`config.mk`:
```
export PLATFORM = sky130hd
export DESIGN_NAME = pcint1_ctrl
export DESIGN_NICKNAME = d
export VERILOG_FILES = /design/src/rtl/pcint1_ctrl.sv
export SDC_FILE = /design/constraint.sdc
export NUM_CORES = 1
export LEC_CHECK = 0
export CAP_MARGIN = 15
export CORE_MARGIN = 3
export CORE_UTILIZATION = 39
export DETAILED_ROUTE_END_ITERATION = 6
export HOLD_SLACK_MARGIN = 0.02
export PLACE_DENSITY = 0.84
export SKIP_CTS_REPAIR_TIMING = 1
export SYNTH_ARGS = -nofsm -noshare
export SYNTH_HDL_FRONTEND = slang
export SYNTH_SLANG_ARGS = --single-unit
export TNS_END_PERCENT = 100
```
`constraint.sdc`:
```
create_clock -name cp2 -period 3.71 [get_ports cp2]
set_input_delay 0.742 -clock cp2 [delete_from_list [all_inputs] [get_ports cp2]]
set_output_delay 0.742 -clock cp2 [all_outputs]
set_load 0.05 [all_outputs]
```
`src/rtl/pcint1_ctrl.sv`:
```
// Pin-change interrupt controller for Port C group 1 (PCINT[14:8]): PCICR, PCIFR, PCMSK1 and PCIF1.
// Optional macro PCINT1_SYNC_EN inserts a 2-flop input synchronizer ahead of the edge detector.
module pcint1_ctrl #(
  parameter logic [5:0] PCIFR_Address  = 6'h1B,
  parameter logic [7:0] PCICR_Address  = 8'h68,
  parameter logic [7:0] PCMSK1_Address = 8'h6C
) (
  input  logic       cp2,
  input  logic       ireset,
  input  logic [5:0] IO_Addr,
  input  logic       iore,
  input  logic       iowe,
  input  logic [7:0] ramadr,
  input  logic       ramre,
  input  logic       ramwe,
  input  logic [7:0] dbus_in,
  output logic [7:0] dbus_out,
  output logic       out_en,
  input  logic [6:0] pinC_i,
  output logic [6:0] PCINT,
  output logic       PCIE1,
  output logic       pcint1_irq,
  input  logic       pcint1_ack
);

  logic [6:0] pcmsk1_r;
  logic       pcie1_r;
  logic       pcif1_r;
  logic [6:0] prev_r;
  logic       primed_r;
  logic [6:0] pin_s;
  logic [6:0] chg_s;
  logic       pcifr_hit_s;
  logic       pcicr_hit_s;
  logic       pcmsk1_hit_s;

  assign pcifr_hit_s  = (IO_Addr == PCIFR_Address);
  assign pcicr_hit_s  = (ramadr == PCICR_Address);
  assign pcmsk1_hit_s = (ramadr == PCMSK1_Address);

`ifdef PCINT1_SYNC_EN
  logic [6:0] sync1_r;
  logic [6:0] sync2_r;

  // Two-flop synchronizer for pins that are asynchronous to cp2
  always_ff @(posedge cp2 or negedge ireset) begin
    if (!ireset) begin
      sync1_r <= 7'b0;
      sync2_r <= 7'b0;
    end else begin
      sync1_r <= pinC_i;
      sync2_r <= sync1_r;
    end
  end

  assign pin_s = sync2_r;
`else
  assign pin_s = pinC_i;
`endif

  // Previous-sample register and priming flag for edge detection
  always_ff @(posedge cp2 or negedge ireset) begin
    if (!ireset) begin
      prev_r   <= 7'b0;
      primed_r <= 1'b0;
    end else begin
      prev_r   <= pin_s;
      primed_r <= 1'b1;
    end
  end

  // Masked change vector; suppressed until prev holds a real sample after reset
  always_comb begin
    chg_s = 7'b0;
    if (primed_r) begin
      chg_s = (pin_s ^ prev_r) & pcmsk1_r;
    end else begin
      chg_s = 7'b0;
    end
  end

  // Configuration registers PCMSK1 and PCICR
  always_ff @(posedge cp2 or negedge ireset) begin
    if (!ireset) begin
      pcmsk1_r <= 7'b0;
      pcie1_r  <= 1'b0;
    end else begin
      if (ramwe && pcmsk1_hit_s) begin
        pcmsk1_r <= dbus_in[6:0];
      end
      if (ramwe && pcicr_hit_s) begin
        pcie1_r <= dbus_in[1];
      end
    end
  end

  // PCIF1: a new edge beats any clear in the same cycle so no event is lost
  always_ff @(posedge cp2 or negedge ireset) begin
    if (!ireset) begin
      pcif1_r <= 1'b0;
    end else if (|chg_s) begin
      pcif1_r <= 1'b1;
    end else if (pcint1_ack) begin
      pcif1_r <= 1'b0;
    end else if (iowe && pcifr_hit_s && dbus_in[1]) begin
      pcif1_r <= 1'b0;
    end else begin
      pcif1_r <= pcif1_r;
    end
  end

  // Combinational read-back; quiet while reset is held
  always_comb begin
    dbus_out = 8'h00;
    out_en   = 1'b0;
    if (!ireset) begin
      dbus_out = 8'h00;
      out_en   = 1'b0;
    end else if (iore && pcifr_hit_s) begin
      dbus_out = {6'b0, pcif1_r, 1'b0};
      out_en   = 1'b1;
    end else if (ramre && pcicr_hit_s) begin
      dbus_out = {6'b0, pcie1_r, 1'b0};
      out_en   = 1'b1;
    end else if (ramre && pcmsk1_hit_s) begin
      dbus_out = {1'b0, pcmsk1_r};
      out_en   = 1'b1;
    end else begin
      dbus_out = 8'h00;
      out_en   = 1'b0;
    end
  end

  assign PCINT      = pcmsk1_r;
  assign PCIE1      = pcie1_r;
  assign pcint1_irq = pcif1_r & pcie1_r;

endmodule

```
==> results.cfg, run 1 <==
[status]
status = finished clean

[route]
drc = 0
via_per_inst = 4.84
vias = 721
drt_iter0_drc = 4
top_layer_used = met4
wl_met3_um = 254
wl_per_cell_um = 14.1
dr_wl_met2_um = 1070
wl_um = 2100
ant_nets = 0
first_pass_iters = 4
wl_met1_um = 744

[synthesis]
synth.avg_cell_area_um2 = 12.9
synth_ff_type = dfrtp_1
yosysMostFrequentCell = dfrtp_1
yosysWarnings = 0
synth_top_area_share_pct = 49.1
synth_cell_types = 24
synth_area_leaders = dfrtp_1 49%, mux2_4 12%, xor2_1 7.1%
synth_seq_cells = 17
synth_edf_count = 0
yosysSeqAreaShare_pct = 49.1
netlist_instances = 67
synth_top_area_cell = dfrtp_1
yosys-top-cells-count = 17 x dfrtp_1, 7 x and2_1, 7 x mux2_4, 7 x xor2_1, 3 x nand4b_1
netlist_area_um2 = 867
synth.net_count = 103
async_flop_share_pct = 100

[timing]
worst_pin_slew_ps = 501
drv_slew = 0
slew_headroom_pct = 66.5
fin_ws_ps = 457
setup_tns_ps = 0
grt_setup_unrepaired = false
fin_crit_sh_pct = 87.7
period_needed_ps = 3250
hold_viol = 0
fmax_ghz = 0.307
setup_viol = 0
clock_skew_ps = 3.07

[power]
p_leak_nw = 0.638
peakVddDrop_mv = 0.292
power_density_nw_per_um2 = 263

[critical_path]
crit_buf_inv = 2
start_kind = input port
critPathKind = input port to output pin
crit_path_end_kind = output pin
slowest_delay_ps = 420
crit_slowest_cell = clkdlybuf4s50_1
arrival_ps = 2510
path_delay_family = simple AND/OR/NAND/NOR gates
worstPathRequired_ps = 2970
path_max_fanout = 6
cp_cell_sequence = clkdlybuf4s50_1 > nor4b_2 > and4b_4 > nor4b_4 > and2_1 > buf_12

[cells_and_area]
final_core_util_pct = 73.2
multi_input_area_um2 = 427
regArea_um2 = 425
antenna_cells = 0
layout-drive-gt1-share_pct = 21.3
fillCellCount = 152
fin_nets = 159
area_delta_synth_final_pct = 72.3
final_cells = 149
stdcell_area_um2 = 1490

[clock_network]
cts_tree = yes
worst_skew_pair.late_latency_ps = 290
clkTransAtPathRegs_ps = 90
cts_made_buffers = 3
clk_path_buf_depth = 2
clk_root_buffer_cell = clkbuf_4
htree_levels = 1
clock_sinks = 17

[placed_design]
numPlacedInstances = 145
gp_congestion = 0.675
place_hpwl_um = 1800
place_area_um2 = 1470
numPortBuffers = 51
place_ws_ps = 409

[floorplanning]
ios = 54
core_um2 = 2040
die_area_um2 = 2820
die_h_um = 53.2
die_w_um = 53.2
start_util_pct = 42.5
placementRows = 16

[run]
drv_cap = 0

[global_route]
grt_pass1_wl_um = 3360
grt-ovfl-total = 0
antenna_found_initial = 0
track_usage_pct = 16.9
grt_pass1_vias = 780
grt_start_max_net_pins = 20

[worst_hold_path]
hold_class = register to register
==> kinds of logic (layout without fill, tap and decap cells) <==
group,count (synthesis),after routing,share of synthesized area [%]
AND/OR/NAND/NOR,22,22,21.1
flip-flops,17,17,49.1
multiplexers,9,9,14.7
AO/OA/AOI/OAI,7,7,5.48
XOR/XNOR,7,7,7.07
buffers and inverters,3,58,1.73
other,2,2,0.866
==> worst reg2reg max path, delay by kind of cell (launching register included) <==
| family | cells | cell delay, ps |
|---|---|---|
| AO/OA/AOI/OAI | 2 | 430 |
| XOR/XNOR | 1 | 160 |
| AND/OR/NAND/NOR | 1 | 190 |
| flip-flops | 1 | 390 |
==> metrics by stage <==
| step | hold slack (ps) | power (mW) |
|---|---|---|
| 2_1_floorplan | 446 | 0.243 |
| 3_3_place_gp | 498 | 0.298 |
| 3_5_place_dp | 505 | 0.300 |
| 4_1_cts | 518 | 0.401 |
| 5_1_grt | 563 | 0.414 |
| 6_report | 510 | 0.392 |
==> cell type report <==
| cell class | count | area share, % |
|---|---|---|
| clock buffers | 3 | 1.51 |
| well taps | 27 | 2.26 |
| clock inverters | 1 | 0.335 |
| repair buffers | 52 | 38.4 |
| flip-flops and latches | 17 | 28.5 |
| inverters | 2 | 0.503 |
| multi-input cells | 47 | 28.6 |
==> layer usage <==
metal / GRT usage, % / up-vias
met5: 0 / -
met4: 7.66 / 0
met3: 7.04 / 3
met2: 29.3 / 38
met1: 17.5 / 333
li1: - / 347
==> sequential cells by signal, summed over array words and instances, names as in the netlist <==
signal and flops:
PCIE1 1, PCINT 7, pcif1_r 1, prev_r 7, primed_r 1
==> power breakdown <==
part / internal [mW] / total (mW) / switching (mW)
sequential: 0.196 / 0.203 / 0.00753
clock: 0.0402 / 0.0970 / 0.0568
combinational: 0.0536 / 0.0924 / 0.0388
==> layout by cell type (no fill, tap or decap), types with 2 or more instances in the layout <==
master and count:
mux2_4 7, o21ai_0 2, buf_12 6, conb_1 2
clkdlybuf4s50_1 43, clkbuf_4 3, and2_1 7, mux2_2 2
xor2_1 7, nand2_1 2, dfrtp_1 17, buf_4 3
nor2b_1 2, inv_1 2, a22oi_1 2, nand4b_1 3
==> final timing paths <==
path / from / end / slack, ps / depth (start not counted)
min: primed_r / pcif1_r / 510 / 2
min reg2reg: primed_r / pcif1_r / 510 / 2
max reg2reg: prev_r[5] / pcif1_r / 2430 / 4
min in group asynchronous: ireset / PCINT[5] / 810 / 2
max: ramadr[7] / dbus_out[3] / 460 / 6
max in group asynchronous: ireset / PCINT[4] / 2710 / 2
No activity file was read; power rests on OpenSTA's default activity.
==> inputs of run 2 (changes only) <==
ABC_CLOCK_PERIOD_IN_PS = 3710   (was default)
==> results of run 2 <==
The final DEF is identical to that of run 1; final timing and power are the same.
==> inputs of run 3 (changes only) <==
CORE_MARGIN = default   (was 3)
==> run 3 against run 2 <==
  * Sequential share of layout area hardly changed
  * Critical path depth stayed put
  * Clock power is 1% lower
  * Via count is 3.3% higher
  * Cell count stayed put
  * Clock skew is 1.3 ps higher
  * Wire length is 4.0% lower
  * Clock-buffer cell count is 1 higher
  * Critical endpoint is now dbus_out[4]
  * Largest cell class unchanged
  * Register-to-register slack worse by 60 ps
  * Worst hold slack better by 13 ps
  * Non-clock buffer count stayed put
  * Global-route usage is 1.7 points higher
==> results.cfg, run 3 (synthesis results as in run 1) <==
[status]
status = finished clean

[placed_design]
place_area_um2 = 1470
place_hpwl_um = 1660
place_ws_ps = 476
gp_congestion = 0.729
numPortBuffers = 51

[route]
vias = 745
wl_per_cell_um = 13.5
drc = 0
drt_iter0_drc = 9
first_pass_iters = 4
wl_um = 2010
ant_nets = 0
via_per_inst = 5.00

[timing]
fin_ws_ps = 483
setup_tns_ps = 0
fmax_ghz = 0.310
clock_skew_ps = 4.33
hold_viol = 0
period_needed_ps = 3230
setup_viol = 0
fin_crit_sh_pct = 87.0
drv_slew = 0
slew_headroom_pct = 66.7
grt_setup_unrepaired = false
worst_pin_slew_ps = 498

[critical_path]
crit_path_end_kind = output pin
start_kind = input port
worstPathRequired_ps = 2970
critPathKind = input port to output pin
arrival_ps = 2480
path_max_fanout = 6

[floorplanning]
die_w_um = 49.2
die_h_um = 49.2
start_util_pct = 42.9
die_area_um2 = 2420
placementRows = 16
core_um2 = 2020
ios = 54

[worst_hold_path]
hold_class = register to register

[cells_and_area]
fin_nets = 159
stdcell_area_um2 = 1490
fillCellCount = 135
layout-drive-gt1-share_pct = 20.5
multi_input_area_um2 = 427
area_delta_synth_final_pct = 72.1
final_cell_mix = 43 x clkdlybuf4s50_1, 17 x dfrtp_1, 7 x and2_1, 7 x xor2_1, 7 x mux2_4
final_common_cell = clkdlybuf4s50_1
antenna_cells = 0
regArea_um2 = 425

[global_route]
grt_pass1_vias = 750
grt_pass1_wl_um = 3410
antenna_found_initial = 0
grt-ovfl-total = 0
grt_start_max_net_pins = 20
track_usage_pct = 18.6

[clock_network]
clkTransAtPathRegs_ps = 90
clk_root_buffer_cell = clkbuf_4
worst_skew_pair.late_latency_ps = 280
htree_levels = 1
clk_path_buf_depth = 2
cts_tree = yes
cts_made_buffers = 3
clock_sinks = 17

[run]
drv_cap = 0

[power]
peakVddDrop_mv = 0.185
power_density_nw_per_um2 = 263
p_leak_nw = 0.635
run 3: final cells by class:
cell class	instances	share of cell area, %
timing repair buffer	52	38.4
sequential	17	28.5
inverter	2	0.503
multi-input combinational	47	28.6
clock buffer	4	1.76
tap	27	2.26
run 3: per-stage QoR:
step                      instances  total power, mW  util (%)  hold slack [ps]
after global placement          145            0.298      72.5              498
after CTS                       149            0.399      73.8              530
after global routing            149            0.415      73.8              557
final                           149            0.392      73.8              523
after detailed placement        145            0.301      72.5              517
after floorplan                  67            0.243         -              446
run 3: power by group:
| part | switching, mW | internal [mW] |
|---|---|---|
| clock network | 0.0541 | 0.0417 |
| registers | 0.00741 | 0.196 |
| logic | 0.0399 | 0.0536 |
| total | 0.101 | 0.291 |
run 3: critical path, stage by stage:
cell and delay, ps:
clkdlybuf4s50_1 410, nor4b_2 270, and4b_4 310, nor4b_4 350, and2_1 250, buf_12 150
run 3: final timing paths:
| path | startpoint | endpoint | slack, ps | cells after the start |
|---|---|---|---|---|
| setup / recovery | ramadr[7] | dbus_out[4] | 480 | 6 |
| hold / removal | primed_r | pcif1_r | 520 | 2 |
| setup reg to reg | prev_r[5] | pcif1_r | 2370 | 4 |
| hold reg to reg | primed_r | pcif1_r | 520 | 2 |
| max in group asynchronous | ireset | prev_r[3] | 2680 | 2 |
| min in group asynchronous | ireset | prev_r[5] | 840 | 2 |
run 3: metal layers:
| layer | track usage (%) | vias up | part of all wire, % |
|---|---|---|---|
| met4 | 4.41 | 0 | 0 |
| met3 | 5.30 | 0 | 6.4 |
| met1 | 23.0 | 364 | 43 |
| li1 | - | 345 | - |
| met2 | 31.7 | 36 | 51 |
| met5 | 0 | - | 0 |
==> patch 1, RTL diff (settings of run 2) <==
The option `PCINT1_SYNC_EN` is turned on by a define.
--- a/src/rtl/pcint1_ctrl.sv
+++ b/src/rtl/pcint1_ctrl.sv
@@ -2,2 +2,4 @@
 // Optional macro PCINT1_SYNC_EN inserts a 2-flop input synchronizer ahead of the edge detector.
+`define PCINT1_SYNC_EN
+
 module pcint1_ctrl #(
Function: changed (a bounded check fails within 4 cycles, from zero or initial values and one cycle with ireset low).
==> patch 1 against run 2 <==
  * Synthesized area grew 38%
  * Total power grew 72%
  * Critical endpoint is now dbus_out[5]
  * Cell area grew 26%
  * Setup slack lost 0.10 ns
  * Sequential cell count grew 14
  * Sequential share of layout area grew 13 points
  * Routed wire length grew 24%
  * Highest routed layer unchanged
  * Synthesized cell count grew 22%
  * Largest cell class is now sequential cells
==> patch 1: results (changes against run 2) <==
* Detail-routed via count per cell at 4.94 (+2.0%)
* Fraction of standard cell area in multi-input logic at 0.210 (-0.0758)
* Post-layout instance area at 0.00188 mm² (+26%)
* Clk power at 214 µW (+120%)
* Maximum number of pins on one net before global-route repair at 33 (+65%)
* M2 GR Usage at 0.248 (-0.0457)
* Final wirelength at 2.59 mm (+24%)
* Area contributors post-synth: sky130_fd_sc_hd__dfrtp_1 (65%), sky130_fd_sc_hd__mux2_2 (6.6%), sky130_fd_sc_hd__xor2_1 (5.1%)
* Outcome: finished clean
* Insertion delay to the later sink of the worst-skew pair at 0.32 ns (+0.03 ns)
* Number of H-tree levels at 2 (+1)
* Width of the die at 61.3 µm (+15%)
* Static leakage at 0.000819 µW (+28%)
* First-pass GRT wire length at 3.75 mm (+12%)
* Cells after DPL at 163 (+12%)
* Fraction of synthesized cell area in xor and xnor cells at 0.0514 (-0.0193)
* Filler cells at 212 (+39%)
* Post-Syn Area per Cell at 14.6 µm² (+12%)
* Worst Clk Skew at 0.00637 ns (+0.00331 ns)
* Share of final-layout standard cells stronger than drive strength 1 at 0.193 (-0.0203)
* Register fraction of the total cell area at 0.412 (+0.127)
* Metal3 WL at 193 µm (-24%)
* End point of the worst hold path: pin_s[0]$_DFF_PN0_
* Maximum vdd drop at 0.269 mV (-7.8%)
* Wire length on met2 at 1.39 mm (+30%)
* DRT iter0 DRCs at 17 (+13)
* Final-stage net count at 175 (+10%)
* Most frequent cells after synthesis: sky130_fd_sc_hd__dfrtp_1 (31), sky130_fd_sc_hd__and2_1 (8), sky130_fd_sc_hd__mux2_2 (7), sky130_fd_sc_hd__xor2_1 (7), sky130_fd_sc_hd__nand4_1 (4)
* Number of clock buffers inserted by TritonCTS at 5 (+2)
* Total power draw at 674 µW (+72%)
* Synth Net Count at 118 (+15%)
* Fraction of met3 tracks used by global routing at 0.0545 (-0.0159)
* Post-DP Area at 0.00182 mm² (+24%)
* Sequential-to-total area share from yosys stat at 0.650 (+0.159)
-- patch 1: cell types whose count changed after synthesis, moves of 2 or more --
cell,delta
sky130_fd_sc_hd__o21ai_0,-2
sky130_fd_sc_hd__mux2_2,+5
sky130_fd_sc_hd__dfrtp_1,+14
sky130_fd_sc_hd__mux2_4,-5
sky130_fd_sc_hd__and4b_1,+2
sky130_fd_sc_hd__nand4_1,+4
sky130_fd_sc_hd__nand4b_1,-3
-- patch 1: worst max path at each step --
stage                     slack (ns)  cells past startpoint          end      start
after floorplan                 0.45                      5  dbus_out[1]  ramadr[7]
after global placement          0.47                      6  dbus_out[0]  ramadr[7]
after detailed placement        0.33                      6  dbus_out[5]  ramadr[7]
after CTS                       0.33                      6  dbus_out[5]  ramadr[7]
after global routing            0.32                      6  dbus_out[0]  ramadr[6]
final                           0.35                      6  dbus_out[5]  ramadr[7]
==> patch 2, RTL diff (flow settings as in run 2) <==
Without the edit above. Put a register stage on the output `pcint1_irq`, without a reset. The value now appears one clock later. The other outputs are not delayed to match.
--- a/src/rtl/pcint1_ctrl.sv
+++ b/src/rtl/pcint1_ctrl.sv
@@ -135,3 +135,5 @@
   assign PCIE1      = pcie1_r;
-  assign pcint1_irq = pcif1_r & pcie1_r;
+  always_ff @(posedge cp2) begin
+    pcint1_irq <= pcif1_r & pcie1_r;
+  end
 
Function: changed (a bounded check fails within 4 cycles, from zero or initial values and one cycle with ireset low).
==> patch 2 against run 2 <==
  * Synthesized area rose by 2.3%
  * Setup slack gained 0.058 ns
  * Sequential power up 5%
  * Die area rose by 2.0%
  * Sequential cell count increased by 1
  * Hold slack got worse by 0.0012 ns
  * Cell area grew 1.9%
  * Sequential share of layout area rose by 0.78 points
  * Register-to-register slack got worse by 0.02 ns
  * Routed wire length increased by 7.4%
  * Total power up 8.2%
  * Largest cell class unchanged
  * Largest power group unchanged
==> patch 2: results (changes against run 2) <==
* Share of final-layout standard cells stronger than drive strength 1 at 0.211 (-0.00173)
* Final RePlAce weighted congestion at 0.700 (+3.7%)
* Maximum vdd drop at 0.243 mV (-17%)
* Static leakage at 0.000649 µW (+1.8%)
* Vias in the first global route at 807 (+3.5%)
* Root Buffer: sky130_fd_sc_hd__clkbuf_4
* Number of antenna violations at the first check in global routing at 0 (unchanged)
* Slew at the pin closest to its max-slew limit at 0.499 ns (-0.00238 ns)
* Unique masters post-synth at 25 (+4.2%)
* Switching share of power at 0.247 (-0.0160)
* GR Util All Layers at 0.178 (+0.00869)
* Outcome: finished clean
* Maximum clock path buffer count at 2 (unchanged)
* HPWL reported at the end of detailed placement at 1.85 mm (+2.9%)
* Register-to-register setup slack at 2.41 ns (-0.02 ns)
* Worst Clk Skew at 0.00382 ns (+0.000749 ns)
* Final-stage net count at 160 (+0.63%)
* Sequential-to-total area share from yosys stat at 0.502 (+0.0115)
* Reg2Reg Launch Point: prev_r[5]$_DFF_PN0_
* CP endpoint: dbus_out[4]
* Number of cells on the worst reg-to-reg path at 4 (unchanged)
* Number of H-tree levels at 1 (unchanged)
* Share of flip-flops with an asynchronous set or reset at 0.944 (-0.0556)
* Worst endpoint data arrival time at 2.45 ns (-0.06 ns)
* Synth Net Count at 104 (+0.97%)
* Classification of the worst-slack hold path: flip-flop to flip-flop
* Clock input transition at the sequential cells of the worst setup and hold paths at around 0.10 ns
* Post-Syn Area per Cell at 13.0 µm² (+0.80%)
* DRT iter0 DRCs at 9 (+5)
* Capture point of the worst reg-to-reg path: pcif1_r$_DFFE_PN0P_
* Filler cells at 139 (-8.6%)
* Via count at 734 (+1.8%)
* Area contributors post-synth: sky130_fd_sc_hd__dfrtp_1 (48%), sky130_fd_sc_hd__mux2_4 (12%), sky130_fd_sc_hd__xor2_1 (6.9%)
* Maximum fanout encountered on the critical timing path at 6 (unchanged)
* Average routed wire per standard cell at 15.0 µm (+6.7%)
* Most frequent cells after synthesis: sky130_fd_sc_hd__dfrtp_1 (17), sky130_fd_sc_hd__and2_1 (7), sky130_fd_sc_hd__mux2_4 (7), sky130_fd_sc_hd__xor2_1 (7), sky130_fd_sc_hd__nand4b_1 (3)
* First-pass GRT wire length at 3.73 mm (+11%)
* Non-Filler Instances at 150 (+0.67%)
## patch 2: layout make-up
cell class | count | area share
Sequential cell | 18 | 0.293
Multi-Input combinational cell | 47 | 0.280
Tap cell | 27 | 0.0222
Timing Repair Buffer | 52 | 0.376
Clock buffer | 4 | 0.0238
Inverter | 2 | 0.00493
## patch 2: worst min path at each step
stage / startpoint / endpoint / slack, ns / cells after the start
after detailed placement: pcif1_r$_DFFE_PN0P_ / pcint1_irq$_DFF_P_ / 0.49 / 1
after floorplan: ireset / PCIE1$_DFFE_PN0P_ / 0.45 / 0
after global placement: pcif1_r$_DFFE_PN0P_ / pcint1_irq$_DFF_P_ / 0.48 / 1
final: primed_r$_DFF_PN0_ / pcif1_r$_DFFE_PN0P_ / 0.51 / 2
after CTS: pcif1_r$_DFFE_PN0P_ / pcint1_irq$_DFF_P_ / 0.51 / 1
after global routing: pcif1_r$_DFFE_PN0P_ / pcint1_irq$_DFF_P_ / 0.54 / 1
## patch 2: power groups by stage
| stage | Combinational (µW) | Clock [µW] | Sequential, µW |
|---|---|---|---|
| final | 93.9 | 117 | 214 |
| after global routing | 101 | 129 | 216 |
| after CTS | 94.9 | 119 | 214 |
| after detailed placement | 94.3 | 0 | 218 |
| after global placement | 92.3 | 0 | 217 |
| after floorplan | 23.1 | 0 | 231 |
## patch 2: per-layer routing
layer	global-route usage	vias to the layer above	wire, µm
li1	-	348	-
met1	0.208	343	899
met2	0.310	39	1080
met3	0.0637	4	246
met4	0.0340	0	29
met5	0	-	0
## patch 2: critical path, stage by stage
cell,delay (ns)
sky130_fd_sc_hd__clkdlybuf4s50_1,0.41
sky130_fd_sc_hd__nor4b_2,0.26
sky130_fd_sc_hd__and4b_4,0.32
sky130_fd_sc_hd__nor4b_4,0.33
sky130_fd_sc_hd__and2_1,0.24
sky130_fd_sc_hd__buf_12,0.15
## patch 2: logic make-up after synthesis
kind of cell	share of synthesized area
AOI/OAI and AO/OA	0.0536
xor gates and xnor gates	0.0691
buffers and inverters	0.0169
DFF	0.502
muxes	0.144
other	0.00847
and+or+nand+nor	0.206
## patch 2: metrics by stage
step / cell area (µm²) / setup slack, ns / hold WS [ns] / power [µW] / util
6_report: 1520 / 0.515 / 0.509 / 424 / 0.738
5_1_grt: 1520 / 0.390 / 0.542 / 445 / 0.738
4_1_cts: 1520 / 0.481 / 0.510 / 428 / 0.738
3_5_place_dp: 1490 / 0.483 / 0.486 / 312 / 0.721
3_3_place_gp: 1490 / 0.484 / 0.482 / 309 / 0.721
2_1_floorplan: 887 / 0.448 / 0.446 / 255 / -
